`config.mk`:
```
export PLATFORM = sky130hd
export DESIGN_NAME = digit_scan_ctrl
export DESIGN_NICKNAME = d
export VERILOG_FILES = /design/src/rtl/digit_scan_ctrl.sv
export SDC_FILE = /design/constraint.sdc
export NUM_CORES = 1
export LEC_CHECK = 0
export ABC_AREA = 1
export BUFFER_PORTS_ARGS = -buffer_cell sky130_fd_sc_hd__buf_2
export CORE_MARGIN = 8
export CORE_UTILIZATION = 45
export CTS_CLUSTER_DIAMETER = 80
export DETAILED_ROUTE_END_ITERATION = 12
export GPL_TIMING_DRIVEN = 0
export SYNTH_ARGS = -nofsm -noshare
export SYNTH_HDL_FRONTEND = slang
export SYNTH_SLANG_ARGS = --single-unit
```
`constraint.sdc`:
```
create_clock -name clk -period 2.7 [get_ports clk]
set_clock_uncertainty 0.05 [all_clocks]
set_input_delay 0.54 -clock clk [delete_from_list [all_inputs] [get_ports clk]]
set_output_delay 0.54 -clock clk [all_outputs]
set_load 0.02 [all_outputs]
```
`src/rtl/digit_scan_ctrl.sv`:
```
// Time-multiplexed 4-digit 7-segment scan controller driving a 2-to-4 digit decoder.
// Double-buffered BCD word, per-slot anti-ghosting blank time, optional leading-zero blanking.
module digit_scan_ctrl #(
  parameter int unsigned PRESCALE     = 16,
  parameter int unsigned BLANK_CYCLES = 2
) (
  input  logic        clk,
  input  logic        rst,
  input  logic [15:0] data_in,
  input  logic        load,
  input  logic        lzb,
  output logic        a,
  output logic        b,
  output logic        digit_on,
  output logic [6:0]  seg,
  output logic        load_ack,
  output logic        frame_start
);

  localparam int unsigned CNT_W = (PRESCALE > 1) ? $clog2(PRESCALE) : 1;
  localparam logic [CNT_W-1:0] CNT_LAST  = CNT_W'(PRESCALE - 1);
  localparam logic [CNT_W-1:0] CNT_BLANK = CNT_W'(BLANK_CYCLES);

  logic [CNT_W-1:0] cnt_q, cnt_d;
  logic [1:0]       sel_q, sel_d;
  logic [15:0]      shown_q, shown_d;
  logic [15:0]      pending_q, pending_d;
  logic             pending_valid_q, pending_valid_d;
  logic             frame_wrap;

  logic [3:0]       digit_val;
  logic             lz_blank;
  logic             digit_on_d;
  logic [6:0]       seg_d;
  logic             load_ack_d;
  logic             frame_start_d;

  function automatic logic [6:0] seg_encode(input logic [3:0] val);
    logic [6:0] enc;
    enc = 7'h00;
    case (val)
      4'd0:    enc = 7'h3F;
      4'd1:    enc = 7'h06;
      4'd2:    enc = 7'h5B;
      4'd3:    enc = 7'h4F;
      4'd4:    enc = 7'h66;
      4'd5:    enc = 7'h6D;
      4'd6:    enc = 7'h7D;
      4'd7:    enc = 7'h07;
      4'd8:    enc = 7'h7F;
      4'd9:    enc = 7'h6F;
      default: enc = 7'h00;
    endcase
    return enc;
  endfunction

  // State register; outputs are registered from the next-state view so a/b/digit_on/seg agree.
  always_ff @(posedge clk) begin
    if (rst) begin
      cnt_q           <= '0;
      sel_q           <= 2'd0;
      shown_q         <= 16'h0000;
      pending_q       <= 16'h0000;
      pending_valid_q <= 1'b0;
      a               <= 1'b0;
      b               <= 1'b0;
      digit_on        <= 1'b0;
      seg             <= 7'h00;
      load_ack        <= 1'b0;
      frame_start     <= 1'b0;
    end else begin
      cnt_q           <= cnt_d;
      sel_q           <= sel_d;
      shown_q         <= shown_d;
      pending_q       <= pending_d;
      pending_valid_q <= pending_valid_d;
      a               <= sel_d[1];
      b               <= sel_d[0];
      digit_on        <= digit_on_d;
      seg             <= seg_d;
      load_ack        <= load_ack_d;
      frame_start     <= frame_start_d;
    end
  end

  // Next-state: prescaler, slot select, and the frame-boundary commit of pending data.
  always_comb begin
    cnt_d           = cnt_q + CNT_W'(1);
    sel_d           = sel_q;
    shown_d         = shown_q;
    pending_d       = pending_q;
    pending_valid_d = pending_valid_q;
    frame_wrap      = 1'b0;

    if (cnt_q == CNT_LAST) begin
      cnt_d      = '0;
      sel_d      = sel_q + 2'd1;
      frame_wrap = (sel_q == 2'd3);
    end

    if (frame_wrap) begin
      // A load landing on the wrap cycle bypasses pending so nothing stale is shown.
      if (load) begin
        shown_d = data_in;
      end else if (pending_valid_q) begin
        shown_d = pending_q;
      end
      pending_valid_d = 1'b0;
    end else if (load) begin
      pending_d       = data_in;
      pending_valid_d = 1'b1;
    end
  end

  // Output view of the upcoming slot, evaluated on next-state values.
  always_comb begin
    digit_val     = 4'd0;
    lz_blank      = 1'b0;
    digit_on_d    = 1'b0;
    seg_d         = 7'h00;
    load_ack_d    = 1'b0;
    frame_start_d = 1'b0;

    case (sel_d)
      2'd0: digit_val = shown_d[3:0];
      2'd1: digit_val = shown_d[7:4];
      2'd2: digit_val = shown_d[11:8];
      2'd3: digit_val = shown_d[15:12];
      default: digit_val = 4'd0;
    endcase

    case (sel_d)
      2'd3: lz_blank = (shown_d[15:12] == 4'd0);
      2'd2: lz_blank = (shown_d[15:8] == 8'h00);
      2'd1: lz_blank = (shown_d[15:4] == 12'h000);
      default: lz_blank = 1'b0;
    endcase

    digit_on_d    = (cnt_d >= CNT_BLANK) && !(lzb && lz_blank);
    seg_d         = digit_on_d ? seg_encode(digit_val) : 7'h00;
    load_ack_d    = frame_wrap && (load || pending_valid_q);
    frame_start_d = frame_wrap;
  end

endmodule

```
# --- Yosys cells after proc, flatten, opt, wreduce, memory -nomap -nowiden ---
# Memory sizes are Yosys's and may differ from the RTL's. A register that Yosys moved wholly into a read port is not among the register bits.
# Index checks and enable logic that the tools add are counted.
word_totals:
  mem_bits_ro: 112
  out_inout_bits: 12
  inputBits: 20
  wordCells: 41
  register_bits: 44
  mem_count: 1
op_classes:
  eq_ne: 5
  addsub: 2
  reduce_logical: 12
  order_cmp: 1
  mux: 8
  n_bitwise: 2
mem_list:
  columns: ["memory", "words", "word_bits", "read_ports", "rd_ports_with_merged_regs", "wr", "line_no", "text"]
  rows:
  - ["(no name shown)", 16, 7, 1, 1, 0, "41", "case (val)"]
ops:
  columns: ["cell", "count"]
  rows:
  - ["2-to-1 mux 16 bit", 3]
  - ["case mux 4 bit (4 select lines)", 1]
  - ["zero test 12 bit", 1]
  - ["zero test 8 bit", 1]
  - ["== test 2 bit, second input constant", 3]
  - ["adder 4 x 1 -> 4 bit, second input constant", 1]
  - ["== test 4 bit, second input constant", 1]
  - ["greater-or-equal comparator 4 x 2 -> 1 bit, second input constant", 1]
  - ["zero test 4 bit", 1]
  - ["2-to-1 mux 4 bit", 1]
  - ["OR reduction 2 bit", 2]
  - ["logical AND 1 bit", 3]
  - ["case mux 1 bit (3 select lines)", 1]
  - ["adder 2 x 1 -> 2 bit, second input constant", 1]
  - ["== test 2 x 1 -> 1 bit, second input constant", 1]
  - ["zero test 2 bit", 1]
  - ["2-to-1 mux 2 bit", 1]
  - ["inverter 1 bit", 2]
  - ["AND reduction 2 bit", 1]
  - ["zero test 1 bit", 1]
  - ["logical OR 1 bit", 1]
  - ["2-to-1 mux 1 bit", 1]

# --- Logic depth before layout (Yosys ltp) ---
logic_depth:
  depth_word: 10
  mapped_depth: 16
  depth_no_buf: 15

# --- Worst setup path before layout ---
# Ideal clock, no wire load.
synth_timing:
  path_type: "register -> register"
  start: "register cnt_q[0]"
  end: "register seg[3]"
  path_stages_with_launch: 16
  required_ps: 2531
  setup_ps: 119
  path_buffers: 0
  path_slack_ps: 436
  arrival_ps: 2095
  synth_period_minus_slack_ps: 2264
  path_cell_list: "dfxtp_1 -> ha_1 -> nand2_4 -> nor2_8 -> nand2_1 -> nand2_2 -> nor2_2 -> nand2_1 -> nand2_1 -> o21ai_2 -> inv_1 -> ha_1 -> nand2_1 -> nand2_1 -> nand2_1 -> a21oi_1"
synth_via:
  elab_chain_len: 10
  word_cells_on_any_way: 21
  classes_between: "add/sub: 1; order compare: 1; eq/ne: 4; mux: 6; bitwise: 1; reduce/logical: 8"
synth_rtl:
  columns: ["item", "line_no", "text"]
  rows:
  - ["from (decl)", "24", "logic [CNT_W-1:0] cnt_q, cnt_d;"]
  - ["from (signal assigned)", "72", "cnt_q <= cnt_d;"]
  - ["== test 4 bit", "95", "if (cnt_q == CNT_LAST) begin"]
  - ["2-to-1 mux 1 bit", "95", null]
  - ["2-to-1 mux 16 bit", "101", "if (frame_wrap) begin"]
  - ["zero test 12 bit, or another cell as far along", "135", "2'd1: lz_blank = (shown_d[15:4] == 12'h000);"]
  - ["case mux 1 bit (3 select lines)", "132", "case (sel_d)"]
  - ["logical AND 1 bit", "139", "digit_on_d = (cnt_d >= CNT_BLANK) && !(lzb && lz_blank);"]
  - ["zero test 1 bit", "139", null]
  - ["logical AND 1 bit", "139", null]
  - ["inverter 1 bit (no source line)", null, null]
  - ["OR reduction 2 bit (no source line)", null, null]
  - ["to (decl)", "15", "output logic [6:0] seg,"]
# Parallel ways exist; a longest one is shown, timed or not.
# A chain may end at the register's enable or synchronous reset.

# --- Worst setup path in the final report ---
layout_timing:
  start: "register cnt_q[0]"
  end: "register seg[5]"
# Same word-level chain as after synthesis.

==> results.md <==
- In this run the power density over the cells is 464 mW/mm^2.
- The minimum setup slack in the final design is 0.213 ns.
- After synthesis, the mean cell area works out to 6.91 sq um.
- The post-synthesis cell count is 366.
- The largest net degree at the start of global routing is 14.
- The data required time at the worst endpoint is 2.84 ns.
- 32 I/O pins were placed.
- For the pin with the worst max-slew slack, the measured transition is 0.498 ns.
- The startpoint of the most critical setup path is cnt_q[0].
- STA classifies the critical path startpoint as a register.
- The floorplan has 27 rows.
- In this run the biggest area consumer among cell types represents 38.8% of the synthesized area.
- TritonCTS built the clock tree.
- The number of max-slew violations in the final report came to 0.
- The number of port buffers is 30.
- The H-tree level count is 2.
- Yosys attributes the largest share of cell area to dfxtp_1, nand2_1, a21oi_1.
- In this run the worst path has a maximum fanout of 10.
- The maximum clock path buffer count is 2.
- The initial antenna violation count is 0.
- The worst path needs 2.49 ns of the cycle, external delays included.
- Fill cells in the final layout number 581.
- The total overflow reported by the global router is 0.
- The remaining number of nets flagged by the antenna check after routing is 0.
- The number of sinks driven by the clock tree is 49.
- The warning count from the yosys run is 0.
- Setup repair after global routing left no endpoint under its margin.
- The most used flip-flop cell after synthesis is dfxtp_1.
- The die area is 0.00828 sq mm.
- The worst slack after detailed placement is 0.0970 ns.
- The number of global-route vias before repair was 2135.
- Setup violations remaining at the end of the flow were counted as 0.
- The library cell occupying the most area in the post-synthesis netlist is dfxtp_1.
- The die is 91.0 um tall.
- In this run the critical register-to-register path is launched from cnt_q[0].
- The initial utilization of the core area, before any placement, comes to 46.2%.
- The data arrival time at the worst-slack endpoint is 2.62 ns.
- The first detailed-routing pass ran for 4 iterations.
- The global routing usage summed across all routing layers is 14.7%.
- The hold violation total from the final report is 0.
- Yosys mapped a number of flops with a built-in enable equal to 0.
- The clock latency on the worst-skew pair is 0.29 ns.
- The first routing iteration left 95 violations.
- Dividing the final minimum period by the clock period gives 92.1%.
- In this run the cell area of the synthesized design comes to 0.00253 sq mm.
- In this run the most critical hold path is launched from pending_q[14].
- The type of the worst min-delay path is register to register.
- The HPWL after detailed placement is 4420 um.
- The number of nets in the synthesized netlist is 395.
- In the final design database the tool counted 433 nets.
- The number of buffers created by CTS is 5.
- The global placer's final weighted congestion is 0.786.
- The routed length per placed instance is 12.1 um.
- The maximum achievable frequency is 402 MHz.
- The signal on the critical path passes through ha_2 -> nand3_4 -> nor2_4 -> buf_4 -> nand2_1 -> nand2_1 -> nand2_1 -> nand4_1 -> inv_1 -> ha_1 -> inv_1 -> nand2_1 -> nand3_1 -> a21oi_1.
- The number of buffers and inverters on the critical path is 3.
- After detailed routing, the number of vias per cell comes to 4.61.
- The detailed router placed 2188 vias in this run.
- The post-route DRC violation count is 0.
- Max-cap violations in this run came to 0.
- In this run, post-CTS hold repair placed 0 buffers.
- The critical path class is register to register.
- The wire length of the first global-routing pass is 10000 um.
- In this run the clock root is driven by a clkbuf_8.
- The most prevalent standard cell on the critical path is nand2_1.
- The floorplan step defined a core boundary enclosing 0.00547 sq mm.
- The fraction of layout cells with a size suffix above 1 is 18.4%.
- The final total negative setup slack is 0 ns.
- Clock-pin slew was measured on the worst setup and hold paths at 0.09 ns.
- Grouping stages by cell kind, the critical path spends the most delay in simple AND/OR/NAND/NOR gates.
- The worst slew slack as a fraction of its limit is 66.7%.
- Across the VDD grid, the largest voltage drop is 270 uV.
- The number of storage elements in the synthesis netlist is 49.
- The share of async-settable or async-resettable flops after synthesis is 0%.
- The register area share after synthesis is 38.8%.
- The die is 91.0 um wide.
- For this design the static power due to leakage is 1.49 nW.
- The standard cell with the maximum stage delay on the critical path is dfxtp_1.
- The number of antenna diodes in the final layout is 0.
- The run finished with clean final reports.
- The post-synthesis to final-layout area growth is 13.4%.
- The number of unique standard cell types used by synthesis is 27.
- The worst setup path is captured at a register.
- In this design, the stage delay of the slowest critical-path cell is 0.42 ns.
- The final layout contains routed wiring with a total length of 5730 um.
-- metrics by stage --
stage	std cells	hold slack (ns)	cell area, sq um	utilization (%)	power, mW
final	475	0.400	2870	52.4	1.33
after global routing	475	0.429	2870	52.4	1.39
after CTS	474	0.405	2840	52.0	1.34
after detailed placement	468	0.389	2770	50.6	0.948
after global placement	468	0.383	2770	50.6	0.946
after floorplan	366	0.373	2530	-	0.889
-- report_power, final --
group          switching (mW)  internal [mW]  total, mW
Sequential             0.0159          0.759      0.775
Combinational           0.101         0.0538      0.154
Clock                   0.231          0.171      0.402
-- placed cells by master, fill, tap and decap left out, drive strengths merged --
master	netlist	final
nand2	178	178
dfxtp	49	49
buf	6	37
inv	34	34
nor2	33	33
a21oi	27	27
nand3	12	12
clkbuf	5	10
ha	9	9
nand4	4	4
o21ai	4	4
clkinv	1	2
nor3	2	2
o21bai	1	1
a2111o	1	1
-- state kept, by name (all words and copies together) (netlist names) --
register and count:
pending_q 16, shown_q 16, seg 7, cnt_q 4, a 1, digit_on 1, frame_start 1, load_ack 1
pending_valid_q 1, sel_q 1
-- worst paths after layout --
check	endpoint	slack, ns	depth (start not counted)
max	seg[5]	0.21	14
min	pending_q[14]	0.40	2
max reg2reg	seg[5]	0.21	14
min reg2reg	pending_q[14]	0.40	2
-- cells in the mapped netlist (2+ instances only) --
cell,number
nor2_4,3
o21ai_2,3
nand2_4,4
clkbuf_1,5
nand2_1,169
a21oi_1,27
inv_2,4
nor3_1,2
buf_2,2
nor2_1,24
nand2_2,5
dfxtp_1,49
nand3_4,4
inv_1,30
nor2_8,2
nand4_1,3
ha_1,9
nor2_2,4
nand3_1,8
buf_4,2
-- worst register-to-register path, cell delays in order (launching register included) --
cell     delay, ns
dfxtp_1       0.42
ha_2          0.27
nand3_4       0.14
nor2_4        0.24
buf_4         0.21
nand2_1       0.08
nand2_1       0.10
nand2_1       0.05
nand4_1       0.19
inv_1         0.13
ha_1          0.24
inv_1         0.06
nand2_1       0.05
nand3_1       0.09
a21oi_1       0.06
-- timing repair --
action / in CTS / in global routing
endpoints found under the hold margin: 0 / 0
setup endpoints to repair: 0 / 7
buffers inserted: 0 / 1
gates resized for setup: 0 / 3
-- final cells by class --
| type | count | area, sq um | share of cell area (%) |
|---|---|---|---|
| clock inverters | 1 | 5.00 | 0.174 |
| flip-flops and latches | 49 | 981 | 34.2 |
| inverters | 35 | 133 | 4.62 |
| multi-input cells | 271 | 1380 | 47.9 |
| well taps | 72 | 90.1 | 3.14 |
| clock buffers | 5 | 68.8 | 2.40 |
| repair buffers | 31 | 158 | 5.49 |
| plain buffers | 11 | 58.8 | 2.05 |
-- metal layers --
layer | routed length, um | track usage, % | vias to the layer above
met4 | 53 | 4.64 | 0
li1 | - | - | 1189
met2 | 2550 | 23.9 | 35
met5 | 0 | 0 | -
met3 | 223 | 3.13 | 5
met1 | 2910 | 18.8 | 959
-- kinds of logic (layout without fill, tap and decap cells) --
kind of cell,count (synthesis),in the layout,share of synthesized area (%)
buf+inv,46,83,7.57
compound gates,33,33,7.32
flops,49,49,38.8
fa+ha+maj,9,9,4.45
simple gates,229,229,41.9
Power figures use the tool's default switching activity.
